--- src/rtl/ica_burst_responder.sv ---
`default_nettype none
// ============================================================================
// Module      : ica_burst_responder
// Description : Memory-side responder for the display-controller instruction
//               fetch bus (ICA/DCA fetch units). A request on 'as' latches a
//               22-bit byte address, one 64-bit qword is read from the SDRAM
//               read port, and BURST_LEN 16-bit words are then streamed back
//               critical-word-first on din with burstdata_valid. The last
//               word carries the bus_ack pulse.
// Revision    : 1.0 - initial release
// ----------------------------------------------------------------------------
// Parameters
//   BURST_LEN        words returned per transaction (2 or 4)
// Ports
//   clk              in   1   system clock, all logic on posedge
//   reset            in   1   synchronous active-high reset
//   address          in   22  byte address, valid while as=1
//   as               in   1   address strobe / transaction request
//   din              out  16  burst data word to initiator
//   burstdata_valid  out  1   din valid this cycle
//   bus_ack          out  1   transaction complete, one-cycle pulse
//   mem_req          out  1   qword read request, held until mem_ack
//   mem_addr         out  19  qword address (address[21:3])
//   mem_ack          in   1   read done, mem_rdata valid this cycle only
//   mem_rdata        in   64  qword, word k = mem_rdata[63-16k -: 16]
//   addr_err         out  1   pulse: request accepted with address[0]=1
// ============================================================================
module ica_burst_responder #(
  parameter int BURST_LEN = 4
) (
  input  logic        clk,
  input  logic        reset,
  input  logic [21:0] address,
  input  logic        as,
  output logic [15:0] din,
  output logic        burstdata_valid,
  output logic        bus_ack,
  output logic        mem_req,
  output logic [18:0] mem_addr,
  input  logic        mem_ack,
  input  logic [63:0] mem_rdata,
  output logic        addr_err
);

  // cnt counts words already issued. The last word is issued when
  // cnt == C_LAST; cnt == C_DONE marks the bus_ack cycle, which is spent
  // outside IDLE so the still-asserted strobe cannot restart a transaction.
  localparam logic [2:0] C_LAST = 3'(BURST_LEN - 1);
  localparam logic [2:0] C_DONE = 3'(BURST_LEN);

  typedef enum logic [1:0] {
    S_IDLE   = 2'd0,
    S_FETCH  = 2'd1,
    S_STREAM = 2'd2,
    S_DRAIN  = 2'd3   // aborted request waiting for the uncancellable read
  } state_t;

  state_t      state_q, state_d;
  logic [15:0] din_q, din_d;
  logic        valid_q, valid_d;
  logic        ack_q, ack_d;
  logic        mem_req_q, mem_req_d;
  logic [18:0] mem_addr_q, mem_addr_d;
  logic        aerr_q, aerr_d;
  logic [1:0]  w_q, w_d;        // next word index inside the qword
  logic [2:0]  cnt_q, cnt_d;    // words issued in this burst
  logic [63:0] qbuf_q, qbuf_d;  // captured qword

  // Big-endian word order: word 0 is the most significant halfword.
  function automatic logic [15:0] qword_word(input logic [63:0] q,
                                             input logic [1:0]  k);
    logic [15:0] r;
    case (k)
      2'd0:    r = q[63:48];
      2'd1:    r = q[47:32];
      2'd2:    r = q[31:16];
      default: r = q[15:0];
    endcase
    return r;
  endfunction

  always_comb begin
    state_d    = state_q;
    din_d      = '0;
    valid_d    = 1'b0;
    ack_d      = 1'b0;
    aerr_d     = 1'b0;
    mem_req_d  = mem_req_q;
    mem_addr_d = mem_addr_q;
    w_d        = w_q;
    cnt_d      = cnt_q;
    qbuf_d     = qbuf_q;

    case (state_q)
      S_IDLE: begin
        if (as) begin
          mem_req_d  = 1'b1;
          mem_addr_d = address[21:3];
          w_d        = address[2:1];
          aerr_d     = address[0];
          cnt_d      = 3'd0;
          state_d    = S_FETCH;
        end
      end

      S_FETCH: begin
        if (mem_ack) begin
          mem_req_d = 1'b0;
          qbuf_d    = mem_rdata;
          if (!as) begin
            state_d = S_IDLE;
          end else begin
            // First word is taken straight from the read bus so that it
            // appears the cycle after mem_ack; the rest come from qbuf.
            din_d   = qword_word(mem_rdata, w_q);
            valid_d = 1'b1;
            w_d     = w_q + 2'd1;
            cnt_d   = 3'd1;
            state_d = S_STREAM;
          end
        end else if (!as) begin
          state_d = S_DRAIN;
        end
      end

      S_DRAIN: begin
        if (mem_ack) begin
          mem_req_d = 1'b0;
          state_d   = S_IDLE;
        end
      end

      S_STREAM: begin
        if (cnt_q == C_DONE || !as) begin
          state_d = S_IDLE;
        end else begin
          din_d   = qword_word(qbuf_q, w_q);
          valid_d = 1'b1;
          w_d     = w_q + 2'd1;   // 2-bit wrap keeps the burst in the qword
          cnt_d   = cnt_q + 3'd1;
          ack_d   = (cnt_q == C_LAST);
        end
      end

      default: state_d = S_IDLE;
    endcase
  end

  always_ff @(posedge clk) begin
    if (reset) begin
      state_q    <= S_IDLE;
      din_q      <= '0;
      valid_q    <= 1'b0;
      ack_q      <= 1'b0;
      mem_req_q  <= 1'b0;
      mem_addr_q <= '0;
      aerr_q     <= 1'b0;
      w_q        <= '0;
      cnt_q      <= '0;
      qbuf_q     <= '0;
    end else begin
      state_q    <= state_d;
      din_q      <= din_d;
      valid_q    <= valid_d;
      ack_q      <= ack_d;
      mem_req_q  <= mem_req_d;
      mem_addr_q <= mem_addr_d;
      aerr_q     <= aerr_d;
      w_q        <= w_d;
      cnt_q      <= cnt_d;
      qbuf_q     <= qbuf_d;
    end
  end

  assign din             = din_q;
  assign burstdata_valid = valid_q;
  assign bus_ack         = ack_q;
  assign mem_req         = mem_req_q;
  assign mem_addr        = mem_addr_q;
  assign addr_err        = aerr_q;

endmodule
`default_nettype wire

--- config.mk ---
export PLATFORM = sky130hd
export DESIGN_NAME = ica_burst_responder
export DESIGN_NICKNAME = d
export VERILOG_FILES = /design/src/rtl/ica_burst_responder.sv
export SDC_FILE = /design/constraint.sdc
export NUM_CORES = 1
export LEC_CHECK = 0
export CORE_AREA = 4 4 108 110
export DETAILED_ROUTE_END_ITERATION = 8
export DIE_AREA = 0 0 112 114
export PLACE_DENSITY_LB_ADDON = 0.15
export SLEW_MARGIN = 5
export SYNTH_ARGS = -nofsm -noshare
export SYNTH_HDL_FRONTEND = slang
export SYNTH_SLANG_ARGS = --single-unit
--- constraint.sdc ---
create_clock -name clk -period 2.2 [get_ports clk]
set_input_delay 0.44 -clock clk [delete_from_list [all_inputs] [get_ports clk]]
set_output_delay 0.44 -clock clk [all_outputs]
set_load 0.03 [all_outputs]
* After elaboration in Yosys (flattened, before gate mapping)
Index checks and enable logic that the tools add are counted.
Word-level totals: bits in registers 110, latch bits 0, memory bits (writable) 0, ROM bits 0, output and inout port bits 39, word-level logic and storage cells 74, memories 0
Cells by class: add/subtract/negate cells 2, multiply operators 0, divide/modulo/power cells 0, magnitude comparators 0, equal/unequal tests 15, shift operators 0, mux-type cells 30, bitwise gates (word level) 3, reduce and logical (&&, ||, !) cells 14
Operators by type and width (number):
- one-hot mux 16 bit (3 select lines) | 2
- two-way mux 16 bit | 3
- one-hot mux 16 bit (2 select lines) | 1
- two-way mux 2 bit | 10
- two-way mux 3 bit | 4
- != test 2 bit (second input constant) | 6
- one-hot mux 3 bit (3 select lines) | 1
- one-hot mux 2 bit (4 select lines) | 1
- == test 2 bit (second input constant) | 3
- one-hot mux 2 bit (3 select lines) | 1
- OR reduction 3 bit | 2
- two-way mux 1 bit | 5
- AND reduction 5 bit | 1
- == test 2 x 1 -> 1 bit (second input constant) | 2
- zero test 2 bit | 2
- one-hot mux 1 bit (2 select lines) | 2
- AND reduction 2 bit | 2
- AND reduction 4 bit | 1
- adder 3 x 1 -> 3 bit (second input constant) | 1
- == test 3 x 2 -> 1 bit (second input constant) | 1
- == test 3 bit (second input constant) | 1
- != test 3 bit (second input constant) | 1
- inverter 1 bit | 3
- AND reduction 3 bit | 1
- 7 further kinds | 7

* Logic depth before layout (Yosys ltp)
depth in word-level cells 5, depth in mapped cells 8

* Worst setup path after synthesis
OpenSTA, ideal clock, no wires.
kind reg-to-reg, start reg state_q[1], end reg state_q[1], arrival time 1.714 ns, data required time 2.130 ns, slack 0.415 ns, cell stages (with the launch flop) 8, path buffers 1, path through dfxtp_1 > inv_1 > ha_1 > clkbuf_1 > a21oi_1 > o221ai_1 > or4b_1 > a21oi_1
On the way: longest elaborated chain between the ends 3, elaborated cells on any way between the ends 10
Ends and longest elaborated chain:
- start, declared | RTL line 58 | state_t state_q, state_d;
- start signal, assigned | RTL line 162 | state_q <= state_d;
- == test 2 x 1 -> 1 bit (tied with other cells) | RTL line 94 | case (state_q)
- != test 3 bit (no source line) or != test 2 bit (tied branches)
- AND reduction 4 bit (no source line)
Parallel ways exist; a longest one is shown, timed or not. A chain may end at the register's enable or synchronous reset.

* Final worst setup path
start reg w_q[0], end reg din_q[15], in the netlist din[15]
On the way: longest elaborated chain between the ends 5, elaborated cells on any way between the ends 9
Ends and longest elaborated chain:
- start, declared | RTL line 65 | logic [1:0] w_q, w_d;
- start signal, assigned | RTL line 169 | w_q <= w_d;
- == test 2 bit (tied with other cells) | RTL line 73 | case (k)
- one-hot mux 16 bit (3 select lines) | RTL line 73
- two-way mux 16 bit | RTL line 110 | if (!as) begin
- two-way mux 16 bit | RTL line 107 | if (mem_ack) begin
- one-hot mux 16 bit (2 select lines) * | RTL line 94
- end signal, assigned | RTL line 163 | din_q <= din_d;
- end, declared | RTL line 59 | logic [15:0] din_q, din_d;
Every way passes the cells marked *; elsewhere a longest branch is shown, timed or not.

==> metrics.cfg <==
[power]
p_sw_mw=1.45
power.internal_mw=3.23
p_clk_frac=0.273
sw_frac_of_total=0.310
p_seq_frac=0.468
power_density_mw_per_mm2=728
p_leak_nw=2.21
comb_power_share=0.260
irDropWorstVdd_mv=0.347

[logic_synthesis]
synth_top_area_frac=0.464
seq_area_frac_synth=0.464
synth_nets=716
ys.flop_type=dfxtp_1
synth_area_leaders=dfxtp_1 46%, nand2_1 16%, a21oi_1 9.5%
synth.yosys.warnings=0
synthDistinctLibCells=37
synth_edf_count=0
syn_avg_cell_area_sq_um=7.73
async_flop_share=0
synthCells=614
syn_area_sq_mm=0.00475
ys_ff_latch=110
synth_area_leader_cell=dfxtp_1

[placed_design]
dp_hpwl_um=9780
dpl_cell_area_sq_mm=0.00622
gp_congestion=0.857
portBuffers=128

[global_routing]
grt_start_max_net_pins=65
globalRouteOverflowTotal=0
grt_pass1_wl_um=22100
grt_pass1_vias=4509
track_usage=0.213
antenna_found_initial=0

[detailed_routing]
met3_length_um=1340
post-route-drc-count=0
wl_per_cell_um=16.0
wirelength_met1_um=5940
detail_route.iter0.violations=461
wl_um=13800
dr.pass1.iters=9
highest_layer=met4
vias=4780
vias_per_cell=5.51
ant_nets=0
wl_met2_um=6410

[timing]
fin_skew_ps=8.06
tightest_slew_ps=682
final_max_slew_viol_count=0
hold_viol_final=0
fin_crit_ps=2010
tns_ps=0
period_share=0.915
rsz0062_at_grt=no
max_freq_mhz=497
relSlewSlack=0.544
setup_viol=0

[floorplan]
initial_core_util=0.444
io_pins=129
fp.dieW_um=112
dieArea_sq_mm=0.0128
die_y_um=114
row_count=38
core_region_area_sq_mm=0.0107

[layout]
num-nets-final=824
fin_area_sq_mm=0.00643
seqCellArea_sq_mm=0.00220
layout_commonest_cell=nand2_1
antenna_cells=0
fillers=963
layout-drive-gt1-share=0.0578
layout_common_cells=202 x nand2_1, 127 x clkdlybuf4s50_1, 110 x dfxtp_1
multi_input_area_sq_mm=0.00232
area_growth_pct=35.4

[worst_setup_path]
max_stage_delay_ps=420
r2r_start=w_q[0]$_SDFFE_PP0P_
startpoint_type=flip-flop
crit_chain=inv_1, ha_1, buf_4, a222oi_1, o21ai_0, a22oi_1, nor2_1
cp_num_buf_inv=2
critPathMaxFanout=15
r2r_setup_slack_ps=190
arrival_ps=2270
critical_path.endpoint_type=flip-flop
timing.rr.end=din[15]$_SDFF_PP0_
cp_top_family=compound AO/OA/AOI/OAI gates
cpMaxStageDelayCell=ha_1
r2r_cells=7
worstSetupPathType=reg -> reg
critical_path_required_ps=2450

[clocking]
cts_tree=built
clock_sinks=110
post-cts-setup-buffers=0
cts_buffers=9
cts_resized=0
clk_transition_reported_paths_ps=100
clock_latency_ps=360
htreeDepth=3
hold_buffers=0
clockBufferDepth=2
cts-root-buf=clkbuf_8

[min_path]
min-delay-start=mem_addr[11]$_SDFFE_PP0P_
hp-class=reg -> reg
hold_path_depth=2
holdPathEnd=mem_addr[11]$_SDFFE_PP0P_

[flow_run]
maxCapViolations=0

[status]
status=completed

worst max-delay path by stage:
stage	start	to	slack [ps]	cells past startpoint
2_1_floorplan	state_q[1]$_SDFFE_PP0P_	state_q[1]$_SDFFE_PP0P_	420	7
5_1_grt	w_q[0]$_SDFFE_PP0P_	din[15]$_SDFF_PP0_	10	7
3_3_place_gp	as	cnt_q[1]$_SDFFE_PP0P_	110	5
3_5_place_dp	as	cnt_q[1]$_SDFFE_PP0P_	90	5
6_report	w_q[0]$_SDFFE_PP0P_	din[15]$_SDFF_PP0_	190	7
4_1_cts	w_q[1]$_SDFFE_PP0P_	din[15]$_SDFF_PP0_	210	7
cell type report:
class / instances / area share
repair buffers: 148 / 0.232
clock inverters: 4 / 0.00857
multi-input cells: 444 / 0.361
inverters: 9 / 0.00526
well taps: 140 / 0.0273
clock buffers: 12 / 0.0241
flip-flops and latches: 110 / 0.343
sequential cells by signal (all words and copies together) (netlist names), 2 cells and up:
signal and flops:
din 16, state_q 2, qbuf_q 64, w_q 2
cnt_q 3, mem_addr 19
power by group through the flow:
stage	logic (mW)	clock network (mW)	registers [mW]
after floorplan	0.627	0	2.29
after global placement	1.18	0	2.23
after detailed placement	1.20	0	2.23
after CTS	1.20	1.31	2.19
after global routing	1.32	1.40	2.20
final	1.22	1.28	2.19
logic make-up after synthesis:
kind of cell	after synthesis	synth area share
and+or+nand+nor	248	0.211
AOI/OAI and AO/OA	182	0.240
DFF	110	0.464
buffers and inverters	60	0.0493
adders and majority gates	12	0.0316
muxes	2	0.00448
cell usage after synthesis, types with 2 or more instances:
cell and instances:
o31ai_1 3, and2_1 2, nor2_1 23, a222oi_1 32, clkbuf_1 48, o21ai_0 34
nor3b_1 2, nand2b_1 4, dfxtp_1 110, a21oi_1 90, a22oi_1 16, nor2b_1 2
nand2_1 203, or4_1 3, inv_1 9, ha_1 12
metrics by stage:
stage	std cells	setup WS, ps	power [mW]	utilization	hold WS, ps
floorplan	614	415	2.92	-	436
finish	867	187	4.68	0.601	458
detailed placement	851	90.1	3.44	0.581	446
global route	867	14.9	4.93	0.601	480
global placement	851	107	3.40	0.581	441
CTS	867	211	4.70	0.601	461
routing by layer:
metal,vias up,track usage
met5,-,0
met4,0,0.0673
met3,14,0.0488
met2,205,0.341
met1,2219,0.286
li1,2342,-
worst register-to-register path, cell delays in order, from the launching register on:
cell and delay [ps]:
dfxtp_1 410, inv_1 100, ha_1 420, buf_4 300, a222oi_1 280, o21ai_0 130, a22oi_1 220, nor2_1 50
Power figures use the tool's default switching activity.
